**config.mk**
```make
export PLATFORM = sky130hd
export DESIGN_NAME = hilo_muldiv_sched
export DESIGN_NICKNAME = d
export VERILOG_FILES = /design/src/rtl/hilo_muldiv_sched.sv
export SDC_FILE = /design/constraint.sdc
export NUM_CORES = 1
export LEC_CHECK = 0
export BUFFER_PORTS_ARGS = -buffer_cell sky130_fd_sc_hd__buf_4
export CORE_MARGIN = 2
export CORE_UTILIZATION = 47
export DETAILED_ROUTE_END_ITERATION = 10
export PLACE_DENSITY = 0.74
export SETUP_SLACK_MARGIN = 0.05
export SKIP_CTS_REPAIR_TIMING = 1
export SYNTH_ARGS = -nofsm -noshare
export SYNTH_HDL_FRONTEND = slang
export SYNTH_SLANG_ARGS = --single-unit
```
**constraint.sdc**
```tcl
create_clock -name clk -period 3.8 [get_ports clk]
set_clock_uncertainty 0.05 [all_clocks]
set_input_delay 0.38 -clock clk [delete_from_list [all_inputs] [get_ports clk]]
set_output_delay 0.38 -clock clk [all_outputs]
set_load 0.02 [all_outputs]
```
**src/rtl/hilo_muldiv_sched.sv**
```systemverilog
// HI/LO owner and sequencer for the shared multiplier (MLU) and iterative divider.
// Raises stall_req while an operation is outstanding and forwards HI/LO to ID.
module hilo_muldiv_sched #(
  parameter int unsigned MUL_LAT = 2,
  parameter int unsigned CNT_W   = 4
) (
  input  logic        clk,
  input  logic        rst,
  input  logic [2:0]  op,
  input  logic [31:0] op1,
  input  logic [31:0] op2,
  input  logic        ex_hold,
  input  logic        cancel,
  output logic        mul_start,
  output logic        mul_sign,
  input  logic [63:0] mul_result,
  output logic        div_start,
  output logic        div_sign,
  output logic        div_annul,
  input  logic        div_ready,
  input  logic [63:0] div_result,
  output logic        stall_req,
  output logic [31:0] hi_o,
  output logic [31:0] lo_o
);

  localparam logic [2:0] OP_MULT  = 3'b001;
  localparam logic [2:0] OP_MULTU = 3'b010;
  localparam logic [2:0] OP_DIV   = 3'b011;
  localparam logic [2:0] OP_DIVU  = 3'b100;
  localparam logic [2:0] OP_MTHI  = 3'b101;
  localparam logic [2:0] OP_MTLO  = 3'b110;

  typedef enum logic [1:0] {IDLE, MUL, DIV, DONE} state_t;

  state_t            state, state_nx;
  logic [CNT_W-1:0]  cnt;
  logic [31:0]       hi, lo, pend_hi, pend_lo;
  logic              first;
  logic              mul_sign_r, div_sign_r;
  logic              is_mul, is_div, div_zero;

  assign is_mul   = (op == OP_MULT) || (op == OP_MULTU);
  assign is_div   = (op == OP_DIV)  || (op == OP_DIVU);
  assign div_zero = (op2 == '0);

  always_ff @(posedge clk) begin
    if (rst) state <= IDLE;
    else     state <= state_nx;
  end

  always_comb begin
    state_nx = state;
    if (cancel) begin
      state_nx = IDLE;
    end else begin
      case (state)
        IDLE: if (is_mul)      state_nx = MUL;
              else if (is_div) state_nx = div_zero ? DONE : DIV;
        MUL:  if (cnt == '0)   state_nx = DONE;
        DIV:  if (div_ready)   state_nx = DONE;
        DONE: if (!ex_hold)    state_nx = IDLE;
        default:               state_nx = IDLE;
      endcase
    end
  end

  always_comb begin
    mul_start = 1'b0;
    div_start = 1'b0;
    stall_req = 1'b0;
    mul_sign  = mul_sign_r;
    div_sign  = div_sign_r;
    hi_o      = hi;
    lo_o      = lo;
    div_annul = !rst && cancel && (state == DIV);
    if (!rst && !cancel) begin
      case (state)
        IDLE: begin
          if (is_mul) begin
            mul_start = 1'b1;
            mul_sign  = (op == OP_MULT);
            stall_req = 1'b1;
          end
          if (is_div) begin
            stall_req = 1'b1;
            if (!div_zero) begin
              div_start = 1'b1;
              div_sign  = (op == OP_DIV);
            end
          end
          if (op == OP_MTHI) hi_o = op1;
          if (op == OP_MTLO) lo_o = op1;
        end
        MUL, DIV: stall_req = 1'b1;
        DONE: if (first) begin
          hi_o = pend_hi;
          lo_o = pend_lo;
        end
        default: ;
      endcase
    end
  end

  // first marks the single DONE cycle that commits pending to HI/LO
  always_ff @(posedge clk) begin
    if (rst) begin
      hi         <= '0;
      lo         <= '0;
      pend_hi    <= '0;
      pend_lo    <= '0;
      cnt        <= '0;
      first      <= 1'b0;
      mul_sign_r <= 1'b0;
      div_sign_r <= 1'b0;
    end else begin
      first <= (state_nx == DONE) && (state != DONE);
      if (cancel) begin
        pend_hi <= '0;
        pend_lo <= '0;
      end else begin
        case (state)
          IDLE: begin
            if (op == OP_MTHI) hi <= op1;
            if (op == OP_MTLO) lo <= op1;
            if (is_mul) begin
              cnt        <= CNT_W'(MUL_LAT - 1);
              mul_sign_r <= (op == OP_MULT);
            end
            if (is_div) begin
              if (div_zero) begin
                pend_hi <= op1;
                pend_lo <= '1;
              end else begin
                div_sign_r <= (op == OP_DIV);
              end
            end
          end
          MUL: begin
            if (cnt == '0) {pend_hi, pend_lo} <= mul_result;
            else           cnt <= cnt - 1'b1;
          end
          DIV: if (div_ready) {pend_hi, pend_lo} <= div_result;
          DONE: if (first) begin
            hi <= pend_hi;
            lo <= pend_lo;
          end
          default: ;
        endcase
      end
    end
  end

endmodule

```
==> results of run 1 <==
worst max-delay path by stage:
stage	start	slack, ps	to	cells past startpoint
floorplan	state[0]	1270	stall_req	7
global placement	state[0]	950	hi_o[20]	8
detailed placement	state[0]	920	hi_o[1]	9
CTS	state[0]	450	hi_o[1]	9
global route	state[0]	320	hi_o[29]	9
finish	state[0]	440	hi_o[1]	9
placed cells by master (no fill, tap or decap), types with 3 or more instances in the layout:
cell	Yosys	layout
nor4_1	10	10
clkinv_2	0	5
bufinv_16	0	4
a21o_1	3	3
nor2_1	141	140
ha_1	7	3
a21oi_1	100	100
inv_1	7	7
a211oi_1	65	65
buf_4	6	289
o211a_1	32	32
a22oi_1	128	128
clkbuf_16	0	17
dfxtp_1	137	136
o2111ai_1	33	33
nor3_1	3	3
nand2_1	98	98
nand4_1	34	34
mux2_2	65	65
o21ai_0	104	104
nand3_1	4	4
ha_2	0	3
state kept, by name, summed over array words and instances, names as in the netlist:
signal      cells
hi             32
lo             32
pend_hi        32
pend_lo        32
cnt             4
state           2
div_sign_r      1
first           1
mul_sign_r      1
worst reg2reg max path: stages, from the launching register on:
cell     delay (ps)
dfxtp_1         470
inv_1           140
ha_2            230
buf_4           340
a211o_1         560
nor2_4          800
o211a_1         240
metrics by stage:
| step | std cells | hold slack (ps) |
|---|---|---|
| CTS | 1555 | 242.5 |
| global route | 1555 | 261.3 |
| floorplan | 1134 | 400.5 |
| detailed placement | 1523 | 416.2 |
| finish | 1555 | 258.5 |
| global placement | 1523 | 411.1 |
layout make-up:
type                    instances  area share (%)
clock buffers                  19           3.823
clock inverters                13           1.558
inverters                       8          0.2873
multi-input cells             858           48.04
flip-flops and latches        137           24.25
well taps                     229           2.530
repair buffers                291           19.51
cell families (layout without fill, tap and decap cells):
| group | count (synthesis) | count (layout) | synth area share, % |
|---|---|---|---|
| AOI/OAI and AO/OA | 480 | 480 | 37.06 |
| xor gates and xnor gates | 2 | 2 | 0.2009 |
| adders and majority gates | 7 | 7 | 1.004 |
| buffers and inverters | 139 | 331 | 6.744 |
| DFF | 137 | 137 | 31.45 |
| muxes | 67 | 67 | 8.624 |
| and+or+nand+nor | 302 | 302 | 14.91 |
power breakdown:
group          internal, mW  total (mW)  switching [mW]
Clock                  1.09        1.75           0.656
Sequential             1.52        1.59          0.0697
Combinational         0.452        1.12           0.672
Total                  3.06        4.46            1.40
routing by layer:
| metal | share of wire [%] | up-vias | global-route usage [%] |
|---|---|---|---|
| met5 | 0 | - | 0 |
| met4 | 2.2 | 0 | 8.825 |
| met3 | 8.6 | 51 | 6.222 |
| met2 | 47 | 479 | 50.03 |
| met1 | 42 | 4547 | 40.06 |
| li1 | - | 4632 | - |
==> key figures, run 1 <==
Drt
  – Iter 0 DRT Violations: 932
  – Wirelength, routed: 30450 µm
  – Drt drc: 0
  – Wire per inst: 19.58 µm
  – Drt pass-1 iters: 6
  – Routed vias: 9709
  – Via density: 6.244
  – Final ANT Viol Nets: 0

Finish
  – Total Nets Final: 1520
  – Register area: 2746 µm²
  – Cell area after layout: 11320 µm²
  – Share of cells above drive strength 1: 29.94%
  – Area Growth Syn to Fin: 29.88%
  – Final Core Density: 62.61%
  – Diode count: 0
  – Area of the multi-input gates: 5440 µm²
  – Fillers: 1590

Synth
  – Post-synthesis register bit count: 137
  – Most used DFF post-synth: dfxtp_1
  – Async SR Flop Fraction: 0%
  – Sequential share of the synthesized area: 31.45%
  – Post-Syn Nets: 1341
  – Top cells by area, synth: dfxtp_1 31%, a22oi_1 11%, mux2_2 8.4%, nor2_1 6.1%, o21ai_0 6.0%
  – Top-count cell post-synth: nor2_1
  – Avg Cell Area, Syn: 7.689 µm²
  – Cell count after synthesis: 1134
  – Most frequent cells after synthesis: 141 x nor2_1, 137 x dfxtp_1, 128 x a22oi_1
  – Number of synthesized flops with an enable pin: 0
  – Synth warn: 0
  – Post-synth top area share: 31.45%
  – Synth cell types: 48
  – Mapped Area: 8720 µm²
  – Largest area contributor in the netlist: dfxtp_1

Clock tree
  – Clk Latency, worst-skew pair: 420 ps
  – Root buffer selected by CTS: clkbuf_16
  – Clk buf depth: 2
  – Num CTS Buffers: 17
  – Reg clk slew, reported paths: 60 ps
  – H-Tree Depth: 4
  – CTS tree: yes
  – # clock sinks: 137

STA
  – Slack of the critical path: 437.1 ps
  – Min Tclk post-route: 3363 ps
  – Final period util: 88.50%
  – Final Hold Vio Count: 0
  – RSZ-0062 raised after global routing: false
  – Relative slew slack: 33.04%
  – Count of final max-slew check failures: 0
  – Slew @ Worst Pin: 1001 ps
  – Final setup viols: 0
  – Achievable clock frequency: 0.2974 GHz
  – TNS Setup: 0 ps

Floorplanning
  – Top Ports: 270
  – Core Rows: 49
  – Initial Util: 48.21%
  – Core ar.: 18090 µm²
  – Die height: 140.2 µm
  – Die ar.: 19660 µm²
  – Die width: 140.2 µm

Setup path
  – Crit Path Max Fanout: 14
  – Setup CP Type: reg -> out
  – R2R cell count: 6
  – CP Cell Sequence: inv_1, ha_4, and4b_1, buf_4, a22oi_1, nor2_1, a21oi_1, o21ai_0, buf_4
  – CP max stage delay: 700 ps
  – CP max-delay cell: and4b_1
  – CP delay by family, top: simple AND/OR/NAND/NOR gates
  – Most frequent CP cell: buf_4
  – Crit path DAT: 2930 ps
  – Startpoint types: flip-flop
  – Worst EP required: 3370 ps
  – CP Capture Type: primary output
  – FF-to-FF setup slack: 900 ps
  – Buf/Inv on CP: 3
  – FF-to-FF End: pend_lo[10]
  – R2r startpoint: state[0]

Placed design
  – Placed Area: 10720 µm²
  – DPL Wire Length: 19700 µm
  – Port Buffers: 269
  – RD Place Congestion: 0.8277
  – Pre-CTS WS: 915.5 ps

Pwr
  – Leak: 4.797 nW
  – Cell area power density: 393.9 nW/µm²
  – VDD IR max: 0.3275 mV
  – Power Total: 4.461 mW

Global routing
  – Vias in the first global route: 9071
  – Largest net degree at the start of global routing: 162
  – Gr ovfl total: 0
  – Antenna violations before repair: 0
  – Global-route wire length before repair: 48090 µm
  – All-Layer GR Usage: 30.26%

Hold path
  – Hold_sp: op1[13]
  – Hold Crit Class: in -> reg
  – Hold endpoint: pend_hi[13]
  – Cells on Worst Hold Path: 3

Run
  – Maxcap violations: 0

Status
  – Status: completed
(Power assumes the default switching activity.)
==> run 2, diff against run 1 <==
--- a/config.mk
+++ b/config.mk
@@ -5,13 +5,15 @@
 export SDC_FILE = /design/constraint.sdc
 export NUM_CORES = 1
 export LEC_CHECK = 0
+export ABC_AREA = 1
 export BUFFER_PORTS_ARGS = -buffer_cell sky130_fd_sc_hd__buf_4
 export CORE_MARGIN = 2
 export CORE_UTILIZATION = 47
 export DETAILED_ROUTE_END_ITERATION = 10
-export PLACE_DENSITY = 0.74
+export PLACE_DENSITY = 0.73
 export SETUP_SLACK_MARGIN = 0.05
 export SKIP_CTS_REPAIR_TIMING = 1
+export SLEW_MARGIN = 30
 export SYNTH_ARGS = -nofsm -noshare
 export SYNTH_HDL_FRONTEND = slang
 export SYNTH_SLANG_ARGS = --single-unit
==> key figures, run 2 <==
Status
  – Status: completed

Floorplanning
  – Initial Util: 48.05% (-0.17 points)
  – Die height: 145.3 µm (+3.6%)
  – Top Ports: 270 (unchanged)
  – Die ar.: 21110 µm² (+7.4%)
  – Core ar.: 19530 µm² (+8.0%)
  – Die width: 145.3 µm (+3.6%)
  – Core Rows: 51 (+4.1%)

Finish
  – Total Nets Final: 1887 (+24%)
  – Commonest non-fill, non-tap cell in the layout: nand2_1
  – Share of cells above drive strength 1: 22.27% (-7.7 points)
  – Area Growth Syn to Fin: 27.15%
  – Fillers: 1929 (+21%)
  – Most frequent cells in the layout: 288 x nand2_1, 286 x buf_4, 269 x o21ai_0, 170 x nor2_1, 164 x a21oi_1

Synth
  – Number of synthesized flops with an enable pin: 0 (unchanged)
  – Sequential share of the synthesized area: 29.23% (-2.2 points)
  – Async SR Flop Fraction: 0% (unchanged)
  – Most frequent cells after synthesis: 288 x nand2_1, 269 x o21ai_0, 171 x nor2_1
  – Post-synth top area share: 29.23% (-2.2 points)
  – Synth warn: 0 (unchanged)
  – Post-synthesis register bit count: 137 (unchanged)
  – Most used DFF post-synth: dfxtp_1
  – Cell count after synthesis: 1503 (+33%)
  – Top-count cell post-synth: nand2_1
  – Post-Syn Nets: 1710 (+28%)
  – Avg Cell Area, Syn: 6.242 µm² (-19%)
  – Synth cell types: 30 (-38%)
  – Top cells by area, synth: dfxtp_1 29%, o21ai_0 14%, nand2_1 12%, a21oi_1 8.7%, nor2_1 6.8%
  – Mapped Area: 9381 µm² (+7.6%)
  – Largest area contributor in the netlist: dfxtp_1

Setup path
  – CP Capture Type: primary output
  – Crit path DAT: 2830 ps (-100 ps)
  – R2r startpoint: state[0]
  – Startpoint types: flip-flop
  – Worst EP required: 3370 ps (about the same)
  – Setup CP Type: reg -> out
  – R2R cell count: 8 (+2)
  – Crit Path Max Fanout: 78 (+64)
  – FF-to-FF setup slack: 1240 ps (+340 ps)
  – FF-to-FF End: pend_hi[7]

Drt
  – Drt pass-1 iters: 6 (unchanged)
  – Wirelength, routed: 34540 µm (+13%)
  – Via density: 5.803 (-7.1%)
  – Final ANT Viol Nets: 0 (unchanged)
  – Wire per inst: 17.63 µm (-10%)
  – Drt drc: 0 (unchanged)
  – Iter 0 DRT Violations: 1026 (+10%)
  – Routed vias: 11368 (+17%)

Hold path
  – Cells on Worst Hold Path: 2 (-1)
  – Hold endpoint: state[1]
  – Hold Crit Class: in -> reg
  – Hold_sp: rst

STA
  – Min Tclk post-route: 3262 ps (-100.4 ps)
  – RSZ-0062 raised after global routing: false
  – Final period util: 85.85% (-2.6 points)
  – Slew @ Worst Pin: 929.2 ps (-71.90 ps)
  – Count of final max-slew check failures: 0 (unchanged)
  – Final setup viols: 0 (unchanged)
  – Relative slew slack: 38.05% (+5.0 points)
  – Final Hold Vio Count: 0 (unchanged)
  – Slack of the critical path: 537.6 ps (+100.4 ps)
  – TNS Setup: 0 ps (unchanged)
  – Achievable clock frequency: 0.3065 GHz (+3.1%)

Pwr
  – VDD IR max: 0.3295 mV (+0.61%)
  – Leak: 5.248 nW (+9.4%)
  – Cell area power density: 388.8 nW/µm² (-1.3%)

Placed design
  – Port Buffers: 269 (unchanged)
  – Pre-CTS WS: 1002 ps (+86.67 ps)
  – RD Place Congestion: 0.8819 (+6.5%)
  – DPL Wire Length: 22750 µm (+15%)

Clock tree
  – Clk buf depth: 2 (unchanged)
  – Reg clk slew, reported paths: 60 ps (about the same)
  – Root buffer selected by CTS: clkbuf_16
  – Num CTS Buffers: 17 (unchanged)
  – Clk Latency, worst-skew pair: 420 ps (about the same)
  – # clock sinks: 137 (unchanged)
  – CTS tree: yes
  – H-Tree Depth: 4 (unchanged)

Global routing
  – Global-route wire length before repair: 54110 µm (+13%)
  – All-Layer GR Usage: 31.47% (+1.2 points)
  – Antenna violations before repair: 2 (+2)
  – Vias in the first global route: 10257 (+13%)
  – Largest net degree at the start of global routing: 133 (-18%)
  – Gr ovfl total: 0 (unchanged)

Run
  – Maxcap violations: 0 (unchanged)
[run 2: cell count changes in the layout (fill, tap and decap cells not counted), moves of 65 or more]
cell,delta
a22oi_1,-128
inv_1,+79
mux2_2,-65
nand2_1,+190
nand3_1,+71
o21ai_0,+165
[run 2: per-layer routing]
layer	share of wire [%]	global-route usage (%)	wire length (µm)	vias up
met5	0.038	0	13	-
met4	2.8	10.98	972	2
met3	10	6.195	3504	79
met2	47	51.66	16120	623
met1	40	41.25	13930	5196
li1	-	-	-	5468
[run 2: stage by stage]
step	utilization, %	instance area (µm²)	instances	hold WS, ps	total power, mW
final	61.09	11930	1959	147.1	4.638
after CTS	61.08	11930	1958	134.9	4.627
after global placement	57.73	11270	1926	406.6	2.774
after floorplan	-	9382	1503	394.7	2.329
after detailed placement	57.73	11270	1926	411.3	2.789
after global routing	61.08	11930	1958	146.8	4.813
[run 2: worst max-delay path, stage by stage (launching register included)]
cell and delay (ps):
dfxtp_1 420, inv_1 120, ha_2 320, inv_4 580, buf_12 310, o21ai_0 130, o221ai_1 230, nand2_1 110
buf_4 170
[run 2: where the power goes]
part,internal (mW),switching (mW)
clock network,1.20,0.660
logic,0.465,0.735
registers,1.52,0.0608
[run 2: worst max-delay path by stage]
stage | start | cells past startpoint | endpoint | slack, ps
after CTS | state[0] | 8 | lo_o[18] | 550
after floorplan | state[0] | 9 | lo_o[29] | 1520
after detailed placement | state[0] | 8 | lo_o[18] | 1000
after global placement | state[0] | 8 | lo_o[16] | 1080
final | state[0] | 8 | lo_o[3] | 540
after global routing | state[0] | 8 | lo_o[22] | 320
[run 2: cells by family (layout without fill, tap and decap cells)]
group,Yosys count,count (layout),synth area share [%]
xor gates and xnor gates,2,2,0.1868
other,0,1,0
and+or+nand+nor,568,568,25.25
AOI/OAI and AO/OA,562,562,33.02
adders and majority gates,7,7,0.9335
buffers and inverters,227,417,11.38
DFF,137,137,29.23
[run 2: cell type report]
class	count	area [µm²]	share of cell area (%)
Multi-Input combinational cell	1139	5595	46.91
Sequential cell	137	2744	23.00
Timing Repair Buffer	291	2247	18.84
Clock buffer	20	456.7	3.828
Inverter	94	355.3	2.979
Tap cell	265	331.6	2.780
Clock inverter	12	196.4	1.647
Antenna cell	1	2.502	0.02098
==> run 3, diff against run 2 <==
--- a/config.mk
+++ b/config.mk
@@ -6,11 +6,11 @@
 export NUM_CORES = 1
 export LEC_CHECK = 0
 export ABC_AREA = 1
-export BUFFER_PORTS_ARGS = -buffer_cell sky130_fd_sc_hd__buf_4
 export CORE_MARGIN = 2
 export CORE_UTILIZATION = 47
 export DETAILED_ROUTE_END_ITERATION = 10
-export PLACE_DENSITY = 0.73
+export DONT_BUFFER_PORTS = 1
+export GPL_TIMING_DRIVEN = 0
 export SETUP_SLACK_MARGIN = 0.05
 export SKIP_CTS_REPAIR_TIMING = 1
 export SLEW_MARGIN = 30
==> key figures, run 3 (synthesis gave the netlist of run 2 again) <==
Placed design
  – Port Buffers: 0 (-100%)
  – DPL Wire Length: 28380 µm (+25%)
  – Pre-CTS WS: 907.7 ps (-94.46 ps)
  – Placed insts: 1768 (-8.2%)
  – RD Place Congestion: 0.9561 (+8.4%)

Pwr
  – Power Total: 4.177 mW (-9.9%)
  – VDD IR max: 0.3298 mV (about the same)
  – Leak: 4.072 nW (-22%)
  – Cell area power density: 407.5 nW/µm² (+4.8%)

STA
  – Slack of the critical path: 398.2 ps (-139.4 ps)
  – TNS Setup: 0 ps (unchanged)
  – Count of final max-slew check failures: 0 (unchanged)
  – Relative slew slack: 31.45% (-6.6 points)
  – Final Hold Vio Count: 0 (unchanged)
  – Final setup viols: 0 (unchanged)
  – Min Tclk post-route: 3402 ps (+139.3 ps)
  – RSZ-0062 raised after global routing: false
  – Final period util: 89.52% (+3.7 points)
  – Achievable clock frequency: 0.2940 GHz (-4.1%)
  – Slew @ Worst Pin: 1018 ps (+88.31 ps)
  – Min Hold Slack: 79.63 ps (-67.42 ps)

Setup path
  – CP max-delay cell: clkbuf_1
  – Crit path DAT: 2970 ps (+140 ps)
  – Buf/Inv on CP: 5 (+1)
  – Worst EP required: 3370 ps (about the same)
  – CP Capture Type: primary output
  – Setup CP Type: reg -> out
  – CP max stage delay: 440 ps (-140 ps)
  – Startpoint types: flip-flop
  – CP Cell Sequence: inv_1, ha_1, buf_2, inv_1, buf_4, clkbuf_1, o21ai_0, o21ai_1, o21ai_0
  – Crit Path Max Fanout: 10 (-87%)
  – CP delay by family, top: buffers and inverters

Finish
  – Area Growth Syn to Fin: 9.255%
  – Share of cells above drive strength 1: 8.034% (-14 points)
  – Commonest non-fill, non-tap cell in the layout: nand2_1
  – Total Nets Final: 1729 (-8.4%)
  – Diode count: 0 (-1)
  – Final cell count without fillers: 1796 (-8.3%)
  – Register area: 2743 µm² (about the same)
  – Most frequent cells in the layout: 288 x nand2_1, 269 x o21ai_0, 171 x nor2_1, 164 x a21oi_1, 137 x dfxtp_1
  – Fillers: 2087 (+8.2%)
  – Area of the multi-input gates: 5572 µm² (-0.42%)

Floorplanning
  – Die ar.: 21110 µm² (unchanged)
  – Top Ports: 270 (unchanged)
  – Core ar.: 19530 µm² (unchanged)
  – Die width: 145.3 µm (unchanged)
  – Initial Util: 48.05% (unchanged)
  – Die height: 145.3 µm (unchanged)
  – Core Rows: 51 (unchanged)

Status
  – Status: completed

Clock tree
  – # clock sinks: 137 (unchanged)
  – Root buffer selected by CTS: clkbuf_16
  – Clk buf depth: 2 (unchanged)
  – CTS tree: yes
  – Clk Latency, worst-skew pair: 430 ps (about the same)
  – H-Tree Depth: 4 (unchanged)
  – Reg clk slew, reported paths: 60 ps (about the same)
  – Num CTS Buffers: 17 (unchanged)

Global routing
  – Global-route wire length before repair: 57750 µm (+6.7%)
  – Vias in the first global route: 9735 (-5.1%)
  – All-Layer GR Usage: 34.95% (+3.5 points)
  – Gr ovfl total: 0 (unchanged)
  – Largest net degree at the start of global routing: 17 (-87%)
  – Antenna violations before repair: 3 (+1)

Drt
  – Routed vias: 10638 (-6.4%)
  – Via density: 5.923 (+2.1%)
  – Drt drc: 0 (unchanged)
  – Drt pass-1 iters: 8 (+2)
  – Wirelength, routed: 37950 µm (+9.9%)
  – Final ANT Viol Nets: 0 (unchanged)
  – Wire per inst: 21.13 µm (+20%)
  – Iter 0 DRT Violations: 984 (-4.1%)

Run
  – Maxcap violations: 0 (unchanged)

Hold path
  – Hold Crit Class: in -> reg
==> run 3: path summary, 6_finish.rpt <==
kind                               start       end  slack (ps)  cells after the start
worst min-delay path              cancel  state[1]          80                      3
worst min register to register    cnt[1]    cnt[1]         420                      2
worst max register to register  state[0]    hi[30]        1260                      9
worst max-delay path            state[0]  hi_o[30]         400                      9
==> run 3: report_power, final <==
part / internal (mW) / total [mW] / switching (mW)
clock network: 0.943 / 1.60 / 0.656
logic: 0.285 / 0.994 / 0.709
registers: 1.52 / 1.58 / 0.0629
total: 2.75 / 4.18 / 1.43
==> run 3: stage by stage <==
step	cell area [µm²]	util, %
after CTS	10250	52.49
after global placement	9713	49.74
after global routing	10250	52.49
final	10250	52.49
after floorplan	9382	-
after detailed placement	9713	49.74
==> run 3: layout make-up <==
class                      count  share of cell area [%]
multi-input combinational   1139                   54.36
sequential                   137                   26.76
buffer                       133                   6.970
clock buffer                  18                   4.187
inverter                      94                   3.442
tap                          265                   3.235
clock inverter                10                   1.050
==> run 3: layer usage <==
| metal | share of wire (%) | up-vias | GRT usage (%) |
|---|---|---|---|
| li1 | - | 5142 | - |
| met1 | 42 | 4877 | 46.16 |
| met2 | 45 | 537 | 55.05 |
| met3 | 9.8 | 82 | 9.528 |
| met4 | 3.3 | 0 | 11.91 |
| met5 | 0 | - | 0 |
==> run 3: worst register-to-register path, stage by stage (launching register included) <==
cell and delay [ps]:
dfxtp_1 430, inv_1 110, ha_1 290, buf_2 210
inv_1 110, buf_4 230, clkbuf_1 440, o21ai_0 230
o21ai_1 190, o21ai_0 110
